### config.mk
export PLATFORM = sky130hd
export DESIGN_NAME = stepper_ramp_sequencer
export DESIGN_NICKNAME = d
export VERILOG_FILES = /design/src/rtl/stepper_ramp_sequencer.sv
export SDC_FILE = /design/constraint.sdc
export NUM_CORES = 1
export LEC_CHECK = 0
export ABC_AREA = 1
export CAP_MARGIN = 20
export CORE_AREA = 2 2 106 108
export DETAILED_ROUTE_END_ITERATION = 8
export DIE_AREA = 0 0 108 110
export PLACE_DENSITY = 0.81
export RECOVER_POWER = 100
export SLEW_MARGIN = 20
export SYNTH_ARGS = -nofsm -noshare
export SYNTH_HDL_FRONTEND = slang
export SYNTH_SLANG_ARGS = --single-unit
### constraint.sdc
create_clock -name clock -period 3.7 [get_ports clock]
set_input_delay 0.74 -clock clock [delete_from_list [all_inputs] [get_ports clock]]
set_output_delay 0.74 -clock clock [all_outputs]
set_load 0.05 [all_outputs]
### src/rtl/stepper_ramp_sequencer.sv
// Acceleration-limited speed/direction sequencer in front of one MotorDriver:
// ramped speed changes, reversal sequencing, driver settle delay, watchdog and estop.
module stepper_ramp_sequencer #(
   parameter int SPEED_W         = 10,
   parameter int MAX_SPEED       = 400,
   parameter int RAMP_DIV        = 100000,
   parameter int RAMP_STEP       = 10,
   parameter int SETTLE_CYCLES   = 200000,
   parameter int WATCHDOG_CYCLES = 50000000
) (
   input  logic               clock,
   input  logic               reset_n,
   input  logic               cmd_valid,
   input  logic [SPEED_W-1:0] cmd_speed,
   input  logic               cmd_dir,
   input  logic               cmd_enable,
   input  logic               estop,
   output logic [SPEED_W-1:0] motor_speed,
   output logic               motor_dir,
   output logic               run_en,
   output logic               at_target,
   output logic               wdog_expired,
   output logic [2:0]         state
);

   localparam int SW1    = SPEED_W + 1;
   localparam int TICK_W = (RAMP_DIV > 1) ? $clog2(RAMP_DIV) : 1;
   localparam int SETL_W = (SETTLE_CYCLES > 1) ? $clog2(SETTLE_CYCLES) : 1;
   localparam int WDOG_W = (WATCHDOG_CYCLES > 1) ? $clog2(WATCHDOG_CYCLES) : 1;

   localparam logic [SPEED_W-1:0] SPEED_ZERO = {SPEED_W{1'b0}};
   localparam logic [SPEED_W-1:0] SPEED_MAX  = SPEED_W'(MAX_SPEED);
   localparam logic [SW1-1:0]     STEP_EXT   = SW1'(RAMP_STEP);

   localparam logic [TICK_W-1:0] TICK_ZERO = {TICK_W{1'b0}};
   localparam logic [TICK_W-1:0] TICK_ONE  = TICK_W'(1);
   localparam logic [TICK_W-1:0] TICK_LAST = TICK_W'(RAMP_DIV - 1);
   localparam logic [SETL_W-1:0] SETL_ZERO = {SETL_W{1'b0}};
   localparam logic [SETL_W-1:0] SETL_ONE  = SETL_W'(1);
   localparam logic [SETL_W-1:0] SETL_LAST = SETL_W'(SETTLE_CYCLES - 1);
   localparam logic [WDOG_W-1:0] WDOG_ZERO = {WDOG_W{1'b0}};
   localparam logic [WDOG_W-1:0] WDOG_ONE  = WDOG_W'(1);
   localparam logic [WDOG_W-1:0] WDOG_LAST = WDOG_W'(WATCHDOG_CYCLES - 1);

   typedef enum logic [2:0] {
      ST_IDLE      = 3'd0,
      ST_SETTLE    = 3'd1,
      ST_RUN       = 3'd2,
      ST_DECEL_REV = 3'd3,
      ST_REV_HOLD  = 3'd4,
      ST_STOP      = 3'd5
   } state_t;

   state_t               state_r;
   logic [SPEED_W-1:0]   motor_speed_r;
   logic                 motor_dir_r;
   logic                 run_en_r;
   logic                 at_target_r;
   logic                 wdog_expired_r;
   logic [SPEED_W-1:0]   tgt_speed_r;
   logic                 tgt_dir_r;
   logic                 tgt_en_r;
   logic [TICK_W-1:0]    tick_cnt_r;
   logic [SETL_W-1:0]    settle_cnt_r;
   logic [WDOG_W-1:0]    wdog_cnt_r;

   logic                 tick_s;
   logic [SPEED_W-1:0]   goal_s;
   logic [SPEED_W-1:0]   ramp_s;
   logic [SPEED_W-1:0]   clamp_s;

   // One ramp step from cur toward goal, widened by one bit so neither direction can wrap.
   function automatic logic [SPEED_W-1:0] ramp_f(input logic [SPEED_W-1:0] cur,
                                                 input logic [SPEED_W-1:0] goal);
      logic [SW1-1:0] cur_s;
      logic [SW1-1:0] goal_ext_s;
      logic [SW1-1:0] up_s;
      logic [SW1-1:0] dn_s;
      cur_s      = {1'b0, cur};
      goal_ext_s = {1'b0, goal};
      up_s       = cur_s + STEP_EXT;
      dn_s       = cur_s - STEP_EXT;
      if (cur_s < goal_ext_s) begin
         if (up_s > goal_ext_s) begin
            ramp_f = goal;
         end else begin
            ramp_f = up_s[SPEED_W-1:0];
         end
      end else if (cur_s > goal_ext_s) begin
         if ((cur_s - goal_ext_s) > STEP_EXT) begin
            ramp_f = dn_s[SPEED_W-1:0];
         end else begin
            ramp_f = goal;
         end
      end else begin
         ramp_f = goal;
      end
   endfunction

   // Ramp goal of the current state; only RUN aims above zero.
   always_comb begin
      goal_s = SPEED_ZERO;
      case (state_r)
         ST_RUN:  goal_s = tgt_speed_r;
         default: goal_s = SPEED_ZERO;
      endcase
   end

   assign tick_s  = (state_r != ST_IDLE) && (tick_cnt_r == TICK_LAST);
   assign ramp_s  = ramp_f(motor_speed_r, goal_s);
   assign clamp_s = (cmd_speed > SPEED_MAX) ? SPEED_MAX : cmd_speed;

   // Sequencer FSM with command capture, watchdog, ramp tick and registered outputs.
   always_ff @(posedge clock or negedge reset_n) begin
      if (!reset_n) begin
         state_r        <= ST_IDLE;
         motor_speed_r  <= SPEED_ZERO;
         motor_dir_r    <= 1'b1;
         run_en_r       <= 1'b0;
         at_target_r    <= 1'b0;
         wdog_expired_r <= 1'b0;
         tgt_speed_r    <= SPEED_ZERO;
         tgt_dir_r      <= 1'b1;
         tgt_en_r       <= 1'b0;
         tick_cnt_r     <= TICK_ZERO;
         settle_cnt_r   <= SETL_ZERO;
         wdog_cnt_r     <= WDOG_ZERO;
      end else if (estop) begin
         state_r       <= ST_IDLE;
         motor_speed_r <= SPEED_ZERO;
         run_en_r      <= 1'b0;
         at_target_r   <= 1'b0;
         tgt_en_r      <= 1'b0;
         tick_cnt_r    <= TICK_ZERO;
         settle_cnt_r  <= SETL_ZERO;
         wdog_cnt_r    <= WDOG_ZERO;
      end else begin
         // A command in the expiry cycle wins: counter cleared, flag not raised.
         if (cmd_valid) begin
            tgt_speed_r    <= clamp_s;
            tgt_dir_r      <= cmd_dir;
            tgt_en_r       <= cmd_enable;
            wdog_cnt_r     <= WDOG_ZERO;
            wdog_expired_r <= 1'b0;
         end else if (state_r == ST_IDLE) begin
            wdog_cnt_r <= WDOG_ZERO;
         end else if (wdog_cnt_r == WDOG_LAST) begin
            wdog_cnt_r     <= WDOG_ZERO;
            wdog_expired_r <= 1'b1;
            tgt_en_r       <= 1'b0;
         end else begin
            wdog_cnt_r <= wdog_cnt_r + WDOG_ONE;
         end

         // at_target reflects the previous cycle's registered speed/direction/state.
         at_target_r  <= (state_r == ST_RUN) && (motor_speed_r == tgt_speed_r) &&
                         (motor_dir_r == tgt_dir_r);
         tick_cnt_r   <= (tick_s || (state_r == ST_IDLE)) ? TICK_ZERO : (tick_cnt_r + TICK_ONE);
         settle_cnt_r <= SETL_ZERO;
         if (tick_s) begin
            motor_speed_r <= ramp_s;
         end

         case (state_r)
            ST_IDLE: begin
               motor_speed_r <= SPEED_ZERO;
               run_en_r      <= 1'b0;
               if (tgt_en_r) begin
                  state_r     <= ST_SETTLE;
                  tick_cnt_r  <= TICK_ZERO;
                  motor_dir_r <= tgt_dir_r;
                  run_en_r    <= 1'b1;
               end
            end
            ST_SETTLE: begin
               if (!tgt_en_r) begin
                  state_r    <= ST_STOP;
                  tick_cnt_r <= TICK_ZERO;
               end else if (settle_cnt_r == SETL_LAST) begin
                  state_r    <= ST_RUN;
                  tick_cnt_r <= TICK_ZERO;
               end else begin
                  settle_cnt_r <= settle_cnt_r + SETL_ONE;
               end
            end
            ST_RUN: begin
               if (!tgt_en_r) begin
                  state_r    <= ST_STOP;
                  tick_cnt_r <= TICK_ZERO;
               end else if (tgt_dir_r != motor_dir_r) begin
                  tick_cnt_r <= TICK_ZERO;
                  if (motor_speed_r != SPEED_ZERO) begin
                     state_r <= ST_DECEL_REV;
                  end else begin
                     // Already stopped: never accelerate in the old direction on the way out.
                     state_r       <= ST_REV_HOLD;
                     motor_speed_r <= SPEED_ZERO;
                  end
               end else begin
                  state_r <= ST_RUN;
               end
            end
            ST_DECEL_REV: begin
               if (!tgt_en_r) begin
                  state_r    <= ST_STOP;
                  tick_cnt_r <= TICK_ZERO;
               end else if (tgt_dir_r == motor_dir_r) begin
                  state_r    <= ST_RUN;
                  tick_cnt_r <= TICK_ZERO;
               end else if (motor_speed_r == SPEED_ZERO) begin
                  state_r    <= ST_REV_HOLD;
                  tick_cnt_r <= TICK_ZERO;
               end else begin
                  state_r <= ST_DECEL_REV;
               end
            end
            ST_REV_HOLD: begin
               motor_speed_r <= SPEED_ZERO;
               if (!tgt_en_r) begin
                  state_r    <= ST_STOP;
                  tick_cnt_r <= TICK_ZERO;
               end else if (settle_cnt_r == SETL_LAST) begin
                  state_r     <= ST_RUN;
                  tick_cnt_r  <= TICK_ZERO;
                  motor_dir_r <= tgt_dir_r;
               end else begin
                  settle_cnt_r <= settle_cnt_r + SETL_ONE;
               end
            end
            ST_STOP: begin
               if (tgt_en_r) begin
                  state_r    <= ST_RUN;
                  tick_cnt_r <= TICK_ZERO;
               end else if (motor_speed_r == SPEED_ZERO) begin
                  state_r    <= ST_IDLE;
                  tick_cnt_r <= TICK_ZERO;
                  run_en_r   <= 1'b0;
               end else begin
                  state_r <= ST_STOP;
               end
            end
            default: begin
               state_r       <= ST_IDLE;
               tick_cnt_r    <= TICK_ZERO;
               motor_speed_r <= SPEED_ZERO;
               run_en_r      <= 1'b0;
            end
         endcase
      end
   end

   assign motor_speed  = motor_speed_r;
   assign motor_dir    = motor_dir_r;
   assign run_en       = run_en_r;
   assign at_target    = at_target_r;
   assign wdog_expired = wdog_expired_r;
   assign state        = state_r;

endmodule

Word level (Yosys, flattened, before mapping)
Cells that the tools add are included.
- word-level logic and storage cells: 128
- output and inout bits: 17
- bits in registers: 90
- bits of input ports: 16
- add/subtract/negate cells: 6
- reduce and logical (&&, ||, !) cells: 20
- equality and inequality tests: 22
- order comparisons: 5
- muxes and demuxes: 62
- bitwise logic cells: 1
- operator list (kind ; count):
    $mux 17 ; 11
    $mux 10 ; 11
    $mux 26 ; 4
    $pmux 17 s5 ; 1
    $mux 18 ; 4
    $mux 3 ; 12
    $add 26x1->26 const B ; 1
    $eq 26x26->1 const B ; 1
    $pmux 10 s2 ; 1
    $add 18x1->18 const B ; 1
    $eq 18x18->1 const B ; 1
    $add 17x1->17 const B ; 1
    $eq 17x17->1 const B ; 1
    $mux 1 ; 15
    $pmux 3 s5 ; 1
    $ne 3x3->1 const B ; 4
    $add 10x4->11 const B ; 1
    $gt 11x10->1 ; 1
    $gt 11x4->1 const B ; 1
    $sub 10x10->11 ; 1
    $eq 10x10->1 ; 1
    $gt 10x10->1 ; 1
    $gt 10x9->1 const B ; 1
    $logic_not 10->1 ; 1
    other kinds (25) ; 38

Logic depth before layout (Yosys ltp)
Gate-level depths: netlist of the first run.
- depth after elaboration: 13
- mapped depth: 23
- mapped depth without buffers: 23

Worst setup path before layout of the first run
Ideal clock, no wire load.
- path type: flip-flop to flip-flop
- start: reg state_r[2], in the netlist state[2]
- end: reg motor_speed_r[1], in the netlist motor_speed[1]
- setup slack: 0.770 ns
- path buffers: 1
- arrival: 2.852 ns
- clock period less this slack: 2.930 ns
- cell stages (with the launch flop): 22
- cell sequence: dfrtp_1 nor2_1 inv_1 nor2_4 inv_1 nor2_1 ha_1 fa_1 inv_1 nand2_1 nand2_1 nand3_1 nand3_1 nand2_1 nor2_1 nand2_1 nor2_1 nand2_1 buf_6 nand3_1 nand3_1 a21oi_1
- word-level cells in the longest chain between the ends: 13
- elaborated cells between the ends (all ways): 23
- classes of those cells: 1 x add/sub; 4 x order compare; 4 x eq/ne; 11 x mux; 3 x reduce/logical
- RTL lines (what ; RTL line ; source):
    from (decl) ; 54 ; state_t state_r;
    from (signal assigned) ; 116 ; state_r <= ST_IDLE;
    from (signal assigned) ; 129 ; state_r <= ST_IDLE;
    from (signal assigned) ; 169 ; state_r <= ST_SETTLE;
    $eq 3x2->1 ; 103, 164 ;
    $mux 10 ; 103 ; case (state_r)
    $sub 10x10->11 ; 90 ; if ((cur_s - goal_ext_s) > STEP_EXT) begin
    $gt 11x4->1 ; 90 ;
    $mux 10 ; 90 ;
    $mux 10 ; 89 ; end else if (cur_s > goal_ext_s) begin
    $mux 10 ; 83 ; if (cur_s < goal_ext_s) begin
    $mux 10 ; 160 ; if (tick_s) begin
    $mux 10 ; 192 ; if (motor_speed_r != SPEED_ZERO) begin
    $mux 10 ; 190 ; end else if (tgt_dir_r != motor_dir_r) begin
    $mux 10 ; 187 ; if (!tgt_en_r) begin
    $pmux 10 s2 (*) ; 164 ; case (state_r)
    $mux 10 (*) ; 128 ; end else if (estop) begin
    to (signal assigned) ; 161 ; motor_speed_r <= ramp_s;
    to (decl) ; 55 ; logic [SPEED_W-1:0] motor_speed_r;
Every way passes the cells marked *; elsewhere a longest branch is shown, timed or not.
A chain may end at the register's enable or synchronous reset.

Worst setup path after layout of the first run
- start: reg state_r[2], in the netlist state[2]
- end: reg motor_speed_r[9], in the netlist motor_speed[9]
The elaborated chain is that of the path after synthesis.

==> results.sh, run 1 <==
export IMPL_io_pins=33
export IMPL_die_w_um=108
export IMPL_setup_violations_final=0
export IMPL_critical_path_max_stage_delay_ns=0.46
export IMPL_syn_mean_instance_area_um2=7.31
export IMPL_wirelength_mm=15.2
export IMPL_worstPathArrival_ns=3.54
export IMPL_worst_path_dominant_cell_family="simple AND/OR/NAND/NOR gates"
export IMPL_path_clk_slew_ns=0.09
export IMPL_ys_top_cells_by_count="nand2_1 (152), inv_1 (124), nor2_1 (114)"
export IMPL_ys_seq_elements=90
export IMPL_wl_cell_um=14.7
export IMPL_critical_path_peak_fanout=8
export IMPL_synth_seq_area_share_pct=35.8
export IMPL_dp_hpwl_mm=11.3
export IMPL_synth_most_common_cell="nand2_1"
export IMPL_setup_ws_ns=0.420
export IMPL_num_rows=38
export IMPL_maximum_level_of_the_cts_h_tree=3
export IMPL_grt_start_max_net_pins=43
export IMPL_post_synthesis_instance_area_um2=6300
export IMPL_synth_mux_area_fraction_pct=0.179
export IMPL_drv_max_cap_violation_count=1
export IMPL_total_power_mw=2.25
export IMPL_cpMaxStageDelayCell="dfrtp_1"
export IMPL_unrepaired_setup_endpoints_after_global_routing="no"
export IMPL_drtPass1Iterations=6
export IMPL_worstReg2RegStart="state[2]$_DFFE_PN0P_"
export IMPL_drive_gt1_share_pct=5.57
export IMPL_yosys_warnings=0
export IMPL_clk_root_buffer_cell="clkbuf_8"
export IMPL_required_ns=3.97
export IMPL_first_global_vias=5480
export IMPL_period_needed_ns=3.28
export IMPL_totalNegativeSetupSlack_ns=0
export IMPL_cp_buffers_inverters=5
export IMPL_synth_edf_count=0
export IMPL_synth_lib_cells_used_distinct=49
export IMPL_number_of_antenna_violations_at_the_first_check_in_global_routing=0
export IMPL_syn_inst=861
export IMPL_non_filler_instances=1038
export IMPL_synth_top_family_by_area="simple AND/OR/NAND/NOR gates"
export IMPL_postCtsResizedCells=0
export IMPL_timing_hold_violations_final=0
export IMPL_synthXorXnorAreaFrac_pct=5.15
export IMPL_vias_per_cell=5.62
export IMPL_dieArea_um2=11900
export IMPL_global_route_wire_length_before_repair_mm=25.5
export IMPL_cts_hold_buffers=0
export IMPL_synth_top_cells_by_area="dfrtp_1 (35%), nand2_1 (9.1%), inv_1 (7.4%)"
export IMPL_timing_critical_path_cells="nor2_1 -> inv_1 -> nor2_4 -> inv_1 -> nor2_1 -> inv_1 -> ha_1 -> nand2_1 -> nor2_1 -> nand3_1 -> nand3_1 -> nand2_1 -> nand2_1 -> o31ai_1 -> inv_1 -> clkbuf_1 -> nand3_1 -> nand3_1 -> a21oi_1"
export IMPL_maxClockFrequency_mhz=305
export IMPL_clock_tree_buffer_depth=2
export IMPL_critical_path_sink_type="register"
export IMPL_preCtsSetupSlack_ns=0.377
export IMPL_placement_io_buffers=32
export IMPL_clock_sinks=90
export IMPL_syn_num_nets=903
export IMPL_detailroute_via_count=5830
export IMPL_synth_top_area_share_pct=35.0
export IMPL_status="finished, violations left"
export IMPL_total_gr_overflow=0
export IMPL_clock_insertion_delay_worst_skew_ns=0.38
export IMPL_violations="max-capacitance violations, max-slew violations"
export IMPL_p_leak_nw=3.13
export IMPL_die_y_um=110
export IMPL_gpl_final_weighted_congestion=0.967
export IMPL_final_ant_viol_nets=0
export IMPL_critical_path_startpoint="state[2]$_DFFE_PN0P_"
export IMPL_post_cts_setup_buffers=0
export IMPL_fin_skew_ns=0.0103
export IMPL_maxSlewHeadroom_pct=-45.4
export IMPL_max_vdd_ir_drop_mv=0.319
export IMPL_criticalPathCategory="register to register"
export IMPL_cp_start_kind="register"
export IMPL_adder_cell_share_of_the_synthesized_area_pct=5.29
export IMPL_powerDensity_nw_per_um2=328
export IMPL_number_of_nets_in_the_layout=936
export IMPL_final_max_slew_violation_count=43
export IMPL_dominant_synthesized_flop_cell="dfrtp_1"
export IMPL_num_cts_buffers=9
export IMPL_timing_hold_worst_start="settle_cnt_r[0]$_DFF_PN0_"
export IMPL_synth_simple_gate_area_share_pct=33.2
export IMPL_drt_drc_violations_left=0
export IMPL_flow_area_growth_from_synthesis_pct=8.74
export IMPL_worst_pin_slew_ns=2.18
export IMPL_holdCritPathClass="register to register"
export IMPL_postPlaceCellArea_um2=6710
export IMPL_dp_cells=1023
export IMPL_core_area_um2=10700
export IMPL_antenna_diode_count=0
export IMPL_compound_cell_area_share_of_the_yosys_netlist_pct=10.6
export IMPL_grt_util_all_layers_pct=27.3
export IMPL_cts_tree="yes"
export IMPL_drt_iter0_markers=541
export IMPL_ys_async_sr_fraction_pct=100
export IMPL_synthDominantAreaCellType="dfrtp_1"
export IMPL_post_route_cell_area_um2=6850
export IMPL_initial_utilization_pct=58.9
export IMPL_final_min_period_over_clock_period_pct=88.6
## final timing paths
path	slack [ns]	depth (start not counted)	endpoint
min in group asynchronous	1.00	1	wdog_expired$_DFFE_PN0P_
min reg2reg	0.47	1	settle_cnt_r[0]$_DFF_PN0_
max in group asynchronous	1.13	2	wdog_cnt_r[13]$_DFF_PN0_
max	0.42	19	motor_speed[9]$_DFF_PN0_
min	0.47	1	settle_cnt_r[0]$_DFF_PN0_
max reg2reg	0.42	19	motor_speed[9]$_DFF_PN0_
## worst reg2reg max path, delay by kind of cell, from the launching register on
family | cells | cell delay, ns
AO/OA/AOI/OAI | 2 | 0.17
adder cells (fa/ha/maj) | 1 | 0.38
buffers and inverters | 5 | 0.82
flip-flops | 1 | 0.46
AND/OR/NAND/NOR | 11 | 1.35
## registers in the layout, summed over array words and instances, names as in the netlist
register,flops
tick_cnt_r,17
at_target,1
tgt_dir_r,1
run_en,1
tgt_en_r,1
state,3
settle_cnt_r,18
tgt_speed_r,10
wdog_cnt_r,26
motor_speed,10
motor_dir,1
wdog_expired,1
## layout by cell type, fill, tap and decap left out, drive strengths merged, types with 2 or more instances in the layout
cell	instances
a211oi	9
a21oi	45
a221oi	2
a31oi	3
and3	2
buf	3
clkbuf	19
clkdlybuf4s50	13
dfrtp	88
dfstp	2
dlygate4sd3	18
ha	25
inv	127
nand2	159
nand3	85
nand3b	3
nand4	22
nor2	120
nor3	35
nor3b	3
nor4	14
o211ai	3
o21a	2
o21ai	46
o221ai	2
o31ai	2
xnor2	11
xor2	26
## power breakdown
| group | internal (mW) | switching [mW] | total [mW] |
|---|---|---|---|
| registers | 1.02 | 0.0395 | 1.06 |
| clock network | 0.363 | 0.345 | 0.709 |
| logic | 0.135 | 0.342 | 0.478 |
## stage by stage
step	hold slack (ns)	util, %
after floorplan	0.425	-
after global placement	0.449	62.7
after detailed placement	0.457	62.7
after CTS	0.355	64.6
after global routing	0.475	64.0
final	0.466	64.0
## layout make-up
type / instances / area, um2
Multi-Input combinational cell: 626 / 3380
Fill cell: 1000 / 3850
Inverter: 127 / 477
Timing Repair Buffer: 40 / 358
Clock buffer: 13 / 169
Tap cell: 140 / 175
Clock inverter: 2 / 35.0
Sequential cell: 90 / 2250
## per-layer routing
layer	part of all wire, %	GRT usage (%)	vias to the layer above
li1	-	-	2914
met1	45	36.9	2708
met2	47	44.1	175
met3	5.5	4.06	33
met4	2.6	11.4	0
met5	0	0	-
## cells by family after synthesis
group,after synthesis
multiplexers,1
XOR/XNOR,37
AND/OR/NAND/NOR,445
buffers and inverters,145
AO/OA/AOI/OAI,117
adder cells (fa/ha/maj),26
flip-flops,90
No activity file was read; power rests on OpenSTA's default activity.
==> run 2, diff against run 1 <==
- CAP_MARGIN: 20 -> 30
- SETUP_SLACK_MARGIN: default -> 0.02
==> results of run 2 <==
Same layout as run 1: the final DEF is identical, and so are final timing and power.
